<file path="src/rtl/sprite_tile_loader.sv">
// Sprite tile loader: packs a CPU stream of 32-bit words into TILE_BITS tile
// rows and writes each complete row to the sprite tile RAM, only during vblank.
// Latency: a row is written 1 cycle after its last word is accepted (vblank=1).
// Backpressure: i_s_ready drops while a row waits for vblank or the loader is idle.
//
// Ports:
//   i_clk, i_rst            clock, asynchronous active-high reset
//   i_start, i_base_addr,   job launch pulse, first tile address and tile count
//   i_tile_count            (sampled when the loader is idle)
//   i_abort                 cancels the current job; no done, no partial write
//   i_s_valid, i_s_data,    32-bit input stream with valid/ready handshake
//   o_s_ready
//   i_vblank                memory writes permitted while high
//   o_mem_we, o_mem_addr,   registered tile RAM write port; addr/data hold
//   o_mem_wdata             their last written values between strobes
//   o_busy, o_done          job in progress / one-cycle job completion pulse
module sprite_tile_loader #(
    parameter int TILE_BITS = 64,
    parameter int ADDR_BITS = 8
) (
    input  logic                 i_clk,
    input  logic                 i_rst,
    input  logic                 i_start,
    input  logic [ADDR_BITS-1:0] i_base_addr,
    input  logic [ADDR_BITS:0]   i_tile_count,
    input  logic                 i_abort,
    input  logic                 i_s_valid,
    input  logic [31:0]          i_s_data,
    output logic                 o_s_ready,
    input  logic                 i_vblank,
    output logic                 o_mem_we,
    output logic [ADDR_BITS-1:0] o_mem_addr,
    output logic [TILE_BITS-1:0] o_mem_wdata,
    output logic                 o_busy,
    output logic                 o_done
);

    localparam int WPT   = TILE_BITS / 32;
    localparam int IDX_W = (WPT > 1) ? $clog2(WPT) : 1;

    typedef enum logic [1:0] {
        S_IDLE   = 2'd0,
        S_FILL   = 2'd1,
        S_COMMIT = 2'd2
    } state_t;

    state_t                 r_state;
    state_t                 w_next_state;
    logic [ADDR_BITS-1:0]   r_addr;
    logic [ADDR_BITS:0]     r_remaining;
    logic [IDX_W-1:0]       r_word_idx;
    logic [TILE_BITS-1:0]   r_pack;
    logic                   r_mem_we;
    logic [ADDR_BITS-1:0]   r_mem_addr;
    logic [TILE_BITS-1:0]   r_mem_wdata;
    logic                   r_done;

    logic                   w_s_ready;
    logic                   w_hs;
    logic                   w_last_word;
    logic                   w_write;
    logic                   w_launch;
    logic                   w_done_set;
    logic                   w_last_tile;

    assign w_last_word = (r_word_idx == IDX_W'(WPT - 1));
    assign w_last_tile = (r_remaining == (ADDR_BITS+1)'(1));

    // State register
    always_ff @(posedge i_clk or posedge i_rst) begin
        if (i_rst) begin
            r_state <= S_IDLE;
        end else begin
            r_state <= w_next_state;
        end
    end

    // Next-state logic; abort wins over any handshake or commit
    always_comb begin
        w_next_state = r_state;
        case (r_state)
            S_IDLE: begin
                if (i_start && (i_tile_count != '0)) begin
                    w_next_state = S_FILL;
                end
            end
            S_FILL: begin
                if (i_abort) begin
                    w_next_state = S_IDLE;
                end else if (w_hs && w_last_word) begin
                    w_next_state = S_COMMIT;
                end
            end
            S_COMMIT: begin
                if (i_abort) begin
                    w_next_state = S_IDLE;
                end else if (i_vblank) begin
                    w_next_state = w_last_tile ? S_IDLE : S_FILL;
                end
            end
            default: w_next_state = S_IDLE;
        endcase
    end

    // Output / control decode. Ready is masked by abort so an aborted cycle
    // never consumes a stream word the upstream believes was taken.
    always_comb begin
        w_s_ready  = (r_state == S_FILL) && !i_abort;
        w_hs       = w_s_ready && i_s_valid;
        w_write    = (r_state == S_COMMIT) && i_vblank && !i_abort;
        w_launch   = (r_state == S_IDLE) && i_start && (i_tile_count != '0);
        w_done_set = ((r_state == S_IDLE) && i_start && (i_tile_count == '0)) ||
                     (w_write && w_last_tile);
    end

    // Datapath: pack register, job counters and registered RAM write port
    always_ff @(posedge i_clk or posedge i_rst) begin
        if (i_rst) begin
            r_addr      <= '0;
            r_remaining <= '0;
            r_word_idx  <= '0;
            r_pack      <= '0;
            r_mem_we    <= 1'b0;
            r_mem_addr  <= '0;
            r_mem_wdata <= '0;
            r_done      <= 1'b0;
        end else begin
            r_mem_we <= w_write;
            r_done   <= w_done_set;

            if (w_launch) begin
                r_addr      <= i_base_addr;
                r_remaining <= i_tile_count;
                r_word_idx  <= '0;
            end

            // A cancelled job leaves a fresh slot index for the next one
            if ((r_state != S_IDLE) && i_abort) begin
                r_word_idx <= '0;
            end

            if (w_hs) begin
                r_pack[int'(r_word_idx)*32 +: 32] <= i_s_data;
                r_word_idx <= w_last_word ? '0 : r_word_idx + 1'b1;
            end

            if (w_write) begin
                r_mem_addr  <= r_addr;
                r_mem_wdata <= r_pack;
                r_addr      <= r_addr + 1'b1;
                r_remaining <= r_remaining - 1'b1;
            end
        end
    end

    assign o_s_ready   = w_s_ready;
    assign o_mem_we    = r_mem_we;
    assign o_mem_addr  = r_mem_addr;
    assign o_mem_wdata = r_mem_wdata;
    assign o_busy      = (r_state != S_IDLE);
    assign o_done      = r_done;

endmodule

</file>
<file path="config.mk">
export PLATFORM = sky130hd
export DESIGN_NAME = sprite_tile_loader
export DESIGN_NICKNAME = d
export VERILOG_FILES = /design/src/rtl/sprite_tile_loader.sv
export SDC_FILE = /design/constraint.sdc
export NUM_CORES = 1
export LEC_CHECK = 0
export CAP_MARGIN = 15
export CORE_MARGIN = 10
export CORE_UTILIZATION = 50
export CTS_BUF_LIST = sky130_fd_sc_hd__clkbuf_8
export DETAILED_ROUTE_END_ITERATION = 10
export MAX_ROUTING_LAYER = met4
export PLACE_DENSITY = 0.8
export SLEW_MARGIN = 30
export SYNTH_ARGS = -nofsm -noshare
export SYNTH_HDL_FRONTEND = slang
export SYNTH_SLANG_ARGS = --single-unit
</file>
<file path="constraint.sdc">
create_clock -name i_clk -period 6.5 [get_ports i_clk]
set_input_delay 0.975 -clock i_clk [delete_from_list [all_inputs] [get_ports i_clk]]
set_output_delay 0.975 -clock i_clk [all_outputs]
set_load 0.01 [all_outputs]
</file>
==> flow_summary.yaml, run 1 <==
run_status:
  status: "finished clean"
cts:
  ctsLongestPathBuffers: 2
  post_cts_buffers: 0
  numCtsBuffers: 17
  path_clk_slew_ns: 0.08
  cts_sinks: 158
  htreeDepth: 4
  cts_hold_buf: 0
  cts_resized: 0
  cts_root_buf: "clkbuf_8"
  worstSkewPairLatency_ns: 0.45
  cts_tree: "built"
logic_synthesis:
  async_reset_ff_frac: 1.00
  yosys_warnings: 0
  yosysSeqAreaShare: 0.626
  synth_edf_count: 0
  synth_cells: 581
  ys_ff_latch: 158
  syn_nets: 639
  synth_flop_cell: "dfrtp_1"
  avgSynthCellArea_um2: 10.9
  yosysUniqueCellTypes: 39
  synth.cell_area_um2: 6310
final_layout:
  layout-drive-gt1-share: 0.150
  fillers: 957
  area_delta_synth_final_pct: 29.2
  finalNetCount: 761
  seqCellArea_um2: 3950
  n_antenna_cell: 0
  fin_area_um2: 8150
  final_cells: 881
  final_core_util: 0.668
  multi_input_area_um2: 2230
sta:
  finClkSkew_ns: 0.0101
  finalSetupViolations: 0
  setup_ws_ns: 3.12
  worstMarginPinSlew_ns: 0.934
  max_freq_mhz: 296
  hold_violations: 0
  worst_hold_slack_ns: 0.463
  report.final.slew_viol_count: 0
  relSlewSlack: 0.377
  rsz0062_at_grt: "false"
  finalSetupTns_ns: 0
  final.period_utilization: 0.520
  period_needed_ns: 3.38
route:
  drc: 0
  routed_wl_um: 14700
  vias_per_cell: 5.24
  post_drt_wl_per_cell_um: 16.7
  drtIter0Drc: 390
  ant_nets: 0
  drt-pass1-iter-count: 5
  vias: 4614
run:
  maxCapViolations: 0
setup_path:
  path_cells: "clkdlybuf4s50_1 -> nor3b_2 -> clkdlybuf4s50_1"
  path_buf_inv: 2
  worst_ep_arrival_time_ns: 2.40
  reg2reg_from: "r_state[1]"
  setup.worst_path.start: "i_abort"
  critPathRequiredTime_ns: 5.52
  path_max_fanout: 5
  crit_top_cell: "clkdlybuf4s50_1"
  crit_type: "input port to output port"
  cp-start-kind: "input port"
  slowest_delay_ns: 0.62
  crit_slowest_cell: "clkdlybuf4s50_1"
  crit_family: "buffers and inverters"
  cp-end-kind: "output port"
global_route:
  antenna_found_initial: 0
  busiest_layer: "met2"
  grt_overflow: 0
  use_met1: 0.214
  grt_pass1_vias: 4723
  grt_pass1_wl_um: 24500
  gr-usage-all-layers: 0.177
  met2_usage: 0.277
  grt_use_met3: 0.0488
  grt_max_degree: 112
power_and_ir_drop:
  ir_drop_mv: 0.209
  intPower_mw: 2.29
  leakage_nw: 3.83
  power_mw: 3.24
  seqPwrFrac: 0.493
  p_comb_frac: 0.281
  swShare: 0.294
  pwr-share-clk: 0.226
  switching_power_mw: 0.952
  p_per_area_nw_per_um2: 397
placement:
  numPortBuffers: 130
  pre_cts_ws_ns: 3.14
  dp.cells: 852
  hpwl_um: 9950
  place_area_um2: 7760
  routabilityCongestion: 0.822
min_path:
  min_from: "r_pack[13]"
  hold_class: "flip-flop to flip-flop"
floorplanning:
  num_rows: 40
  die_h_um: 132
  die_width_um: 132
  ios: 131
  initial_core_util: 0.517
  dieArea_um2: 17500
  core_area_um2: 12200
tightest hold or removal path, cell delays in order, from the launching register on:
cell	delay, ns
dfrtp_1	0.34
nand2_1	0.05
nand2_1	0.05
layer usage:
| metal | wire (um) | part of all wire | up-vias |
|---|---|---|---|
| met5 | 0 | 0 | - |
| met2 | 7250 | 0.49 | 141 |
| met3 | 758 | 0.052 | 17 |
| li1 | - | - | 2164 |
| met1 | 6460 | 0.44 | 2292 |
| met4 | 231 | 0.016 | 0 |
path summary, 6_finish.rpt:
check,to,slack (ns),depth (start not counted)
hold / removal,o_mem_wdata[13],0.46,2
setup / recovery,o_s_ready,3.12,3
setup reg to reg,r_addr[3],4.18,6
hold reg to reg,o_mem_wdata[13],0.46,2
max in group asynchronous,r_pack[44],4.33,3
min in group asynchronous,o_mem_wdata[51],1.07,2
synth_stat cells, types with 2 or more instances:
cell type,number,share of area
nor3b_1,3,0.0036
or3_1,4,0.0040
nand2_1,225,0.13
mux2_2,65,0.12
nor2_1,9,0.0054
ha_1,3,0.0059
clkbuf_1,10,0.0059
a31oi_1,2,0.0020
o211ai_1,5,0.0059
buf_2,12,0.0095
o21ai_0,4,0.0032
a21oi_1,8,0.0063
o22ai_1,3,0.0030
inv_1,10,0.0059
nand2b_1,3,0.0030
dfrtp_1,158,0.63
nand3_1,9,0.0071
nor3_1,13,0.010
buf_1,8,0.0048
or4_4,3,0.0054
a211oi_1,6,0.0071
power by group through the flow:
stage,sequential (mW),clock (mW),combinational (mW)
final,1.60,0.733,0.910
after global routing,1.65,0.792,1.01
after CTS,1.59,0.751,0.929
after detailed placement,1.61,0,0.925
after global placement,1.59,0,0.885
after floorplan,1.61,0,0.465
cells by family (layout without fill, tap and decap cells):
| group | count (synthesis) | count (layout) | synth area share |
|---|---|---|---|
| multiplexers | 66 | 66 | 0.118 |
| buffers and inverters | 40 | 172 | 0.0262 |
| AO/OA/AOI/OAI | 36 | 36 | 0.0383 |
| AND/OR/NAND/NOR | 278 | 278 | 0.186 |
| flip-flops | 158 | 158 | 0.626 |
| adder cells (fa/ha/maj) | 3 | 3 | 0.00595 |
layout by cell type (no fill, tap or decap), types with 4 or more instances in the layout:
cell type        instances
nand2_1                225
dfrtp_1                158
clkdlybuf4s50_1        130
mux2_2                  65
clkbuf_8                20
nor3_1                  13
inv_1                   10
nor2_1                   9
nand3_1                  9
a21oi_1                  8
a211oi_1                 6
o211ai_1                 5
o21ai_0                  4
or3_1                    4
sequential cells by signal (all words and copies together) (netlist names):
name,cells
o_done,1
r_word_idx,1
o_mem_addr,8
o_mem_wdata,64
r_pack,64
r_remaining,9
r_addr,8
r_state,2
o_mem_we,1
area by class of cell:
class                   count  share of cell area
flip-flops and latches    158               0.485
multi-input cells         383               0.273
repair buffers            133               0.162
clock buffers              20              0.0338
well taps                 168              0.0258
clock inverters             9              0.0147
inverters                  10             0.00552
Power figures use the tool's default switching activity.
==> run 2, diff against run 1 <==
--- a/config.mk
+++ b/config.mk
@@ -7,11 +7,11 @@
 export LEC_CHECK = 0
 export CAP_MARGIN = 15
 export CORE_MARGIN = 10
-export CORE_UTILIZATION = 50
+export CORE_UTILIZATION = 48
 export CTS_BUF_LIST = sky130_fd_sc_hd__clkbuf_8
 export DETAILED_ROUTE_END_ITERATION = 10
 export MAX_ROUTING_LAYER = met4
-export PLACE_DENSITY = 0.8
+export PLACE_DENSITY = 0.81
 export SLEW_MARGIN = 30
 export SYNTH_ARGS = -nofsm -noshare
 export SYNTH_HDL_FRONTEND = slang
==> constraint.sdc (replaced) <==
create_clock -name i_clk -period 2.98 [get_ports i_clk]
set_input_delay 0.447 -clock i_clk [delete_from_list [all_inputs] [get_ports i_clk]]
set_output_delay 0.447 -clock i_clk [all_outputs]
set_load 0.01 [all_outputs]
==> flow_summary.yaml, run 2 (same netlist as run 1, synthesis figures left out) <==
cts:
  cts_sinks: 158
  cts_resized: 0
  cts_hold_buf: 0
  path_clk_slew_ns: 0.08
  ctsLongestPathBuffers: 2
  post_cts_buffers: 0
  worstSkewPairLatency_ns: 0.45
  htreeDepth: 4
  cts_root_buf: "clkbuf_8"
  cts_tree: "built"
  numCtsBuffers: 17
final_layout:
  mostFrequentLayoutCells: "225 x nand2_1, 158 x dfrtp_1, 130 x clkdlybuf4s50_1"
  final_common_cell: "nand2_1"
  final_core_util: 0.648
  n_antenna_cell: 0
  finalNetCount: 767
  layout-drive-gt1-share: 0.163
  fin_area_um2: 8270
  area_delta_synth_final_pct: 31.0
placement:
  hpwl_um: 10200
  routabilityCongestion: 0.877
  pre_cts_ws_ns: 0.522
  place_area_um2: 7830
  numPortBuffers: 130
sta:
  finalSetupTns_ns: 0
  hold_violations: 0
  finalSetupViolations: 0
  final.period_utilization: 0.791
  report.final.slew_viol_count: 0
  setup_ws_ns: 0.623
  period_needed_ns: 2.36
  rsz0062_at_grt: "false"
  worstMarginPinSlew_ns: 0.680
  finClkSkew_ns: 0.0133
  relSlewSlack: 0.546
  max_freq_mhz: 424
setup_path:
  path_max_fanout: 5
  reg2reg_depth: 4
  worst_ep_arrival_time_ns: 1.91
  crit_type: "input port to output port"
  cp-start-kind: "input port"
  reg2reg_from: "r_state[1]"
  setup.worst_path.start: "i_abort"
  reg2reg_setup_slack_ns: 0.99
  cp-end-kind: "output port"
  critPathRequiredTime_ns: 2.53
  reg2reg_to: "r_pack[10]"
power_and_ir_drop:
  leakage_nw: 3.87
  power_mw: 7.23
  ir_drop_mv: 0.422
  p_per_area_nw_per_um2: 874
route:
  vias: 4572
  drt-pass1-iter-count: 5
  ant_nets: 0
  vias_per_cell: 5.11
  post_drt_wl_per_cell_um: 16.8
  routed_wl_um: 15000
  drtIter0Drc: 288
  drc: 0
global_route:
  gr-usage-all-layers: 0.174
  grt_overflow: 0
  antenna_found_initial: 0
  grt_pass1_vias: 4925
  grt_pass1_wl_um: 24800
  grt_use_met3: 0.0493
  grt_max_degree: 104
  use_met1: 0.198
  busiest_layer: "met2"
  met2_usage: 0.284
floorplanning:
  ios: 131
  die_width_um: 135
  die_h_um: 135
  num_rows: 41
  core_area_um2: 12800
  dieArea_um2: 18100
  initial_core_util: 0.494
run_status:
  status: "finished clean"
min_path:
  min_to: "o_mem_wdata[35]"
  min_from: "r_pack[35]"
  hold_class: "flip-flop to flip-flop"
  holdPathStages: 2
run:
  maxCapViolations: 0
==> run 2: changes by cell type in the layout (fill, tap and decap cells not counted), sizes merged <==
cell and delta:
inv +3, clkinvlp +2, buf +6, clkbuf -1
clkinv -1
==> run 2: area by class of cell <==
| class | instances | area, um2 |
|---|---|---|
| Fill cell | 955 | 4500 |
| Sequential cell | 158 | 3950 |
| Multi-Input combinational cell | 383 | 2220 |
| Timing Repair Buffer | 139 | 1410 |
| Clock buffer | 19 | 262 |
| Tap cell | 172 | 215 |
| Clock inverter | 13 | 176 |
| Inverter | 10 | 41.3 |
==> run 2: per-layer routing <==
metal / vias to the layer above / part of all wire
li1: 2181 / -
met1: 2252 / 0.42
met2: 120 / 0.50
met3: 19 / 0.059
met4: 0 / 0.021
met5: - / 0
==> run 2: worst max path at each step <==
stage                       to  slack [ns]
global route         o_s_ready        0.53
detailed placement   r_pack[4]        0.52
floorplan               o_done        0.53
finish               o_s_ready        0.62
global placement    r_pack[19]        0.65
CTS                  o_s_ready        0.60
==> run 2: critical path, stage by stage <==
cell and delay [ns]:
clkdlybuf4s50_1 0.50, nor3b_2 0.33, clkdlybuf4s50_1 0.63
==> run 2: stage by stage <==
step / hold WS (ns) / instances
after global placement: 0.445 / 862
after floorplan: 0.435 / 581
after detailed placement: 0.451 / 862
after CTS: 0.472 / 894
final: 0.471 / 894
after global routing: 0.495 / 894
==> run 2: report_power, final <==
group	leakage [nW]	internal, mW	switching [mW]
combinational	1.62	1.17	0.837
sequential	2.03	2.95	0.534
clock	0.218	0.895	0.833
total	3.87	5.02	2.20
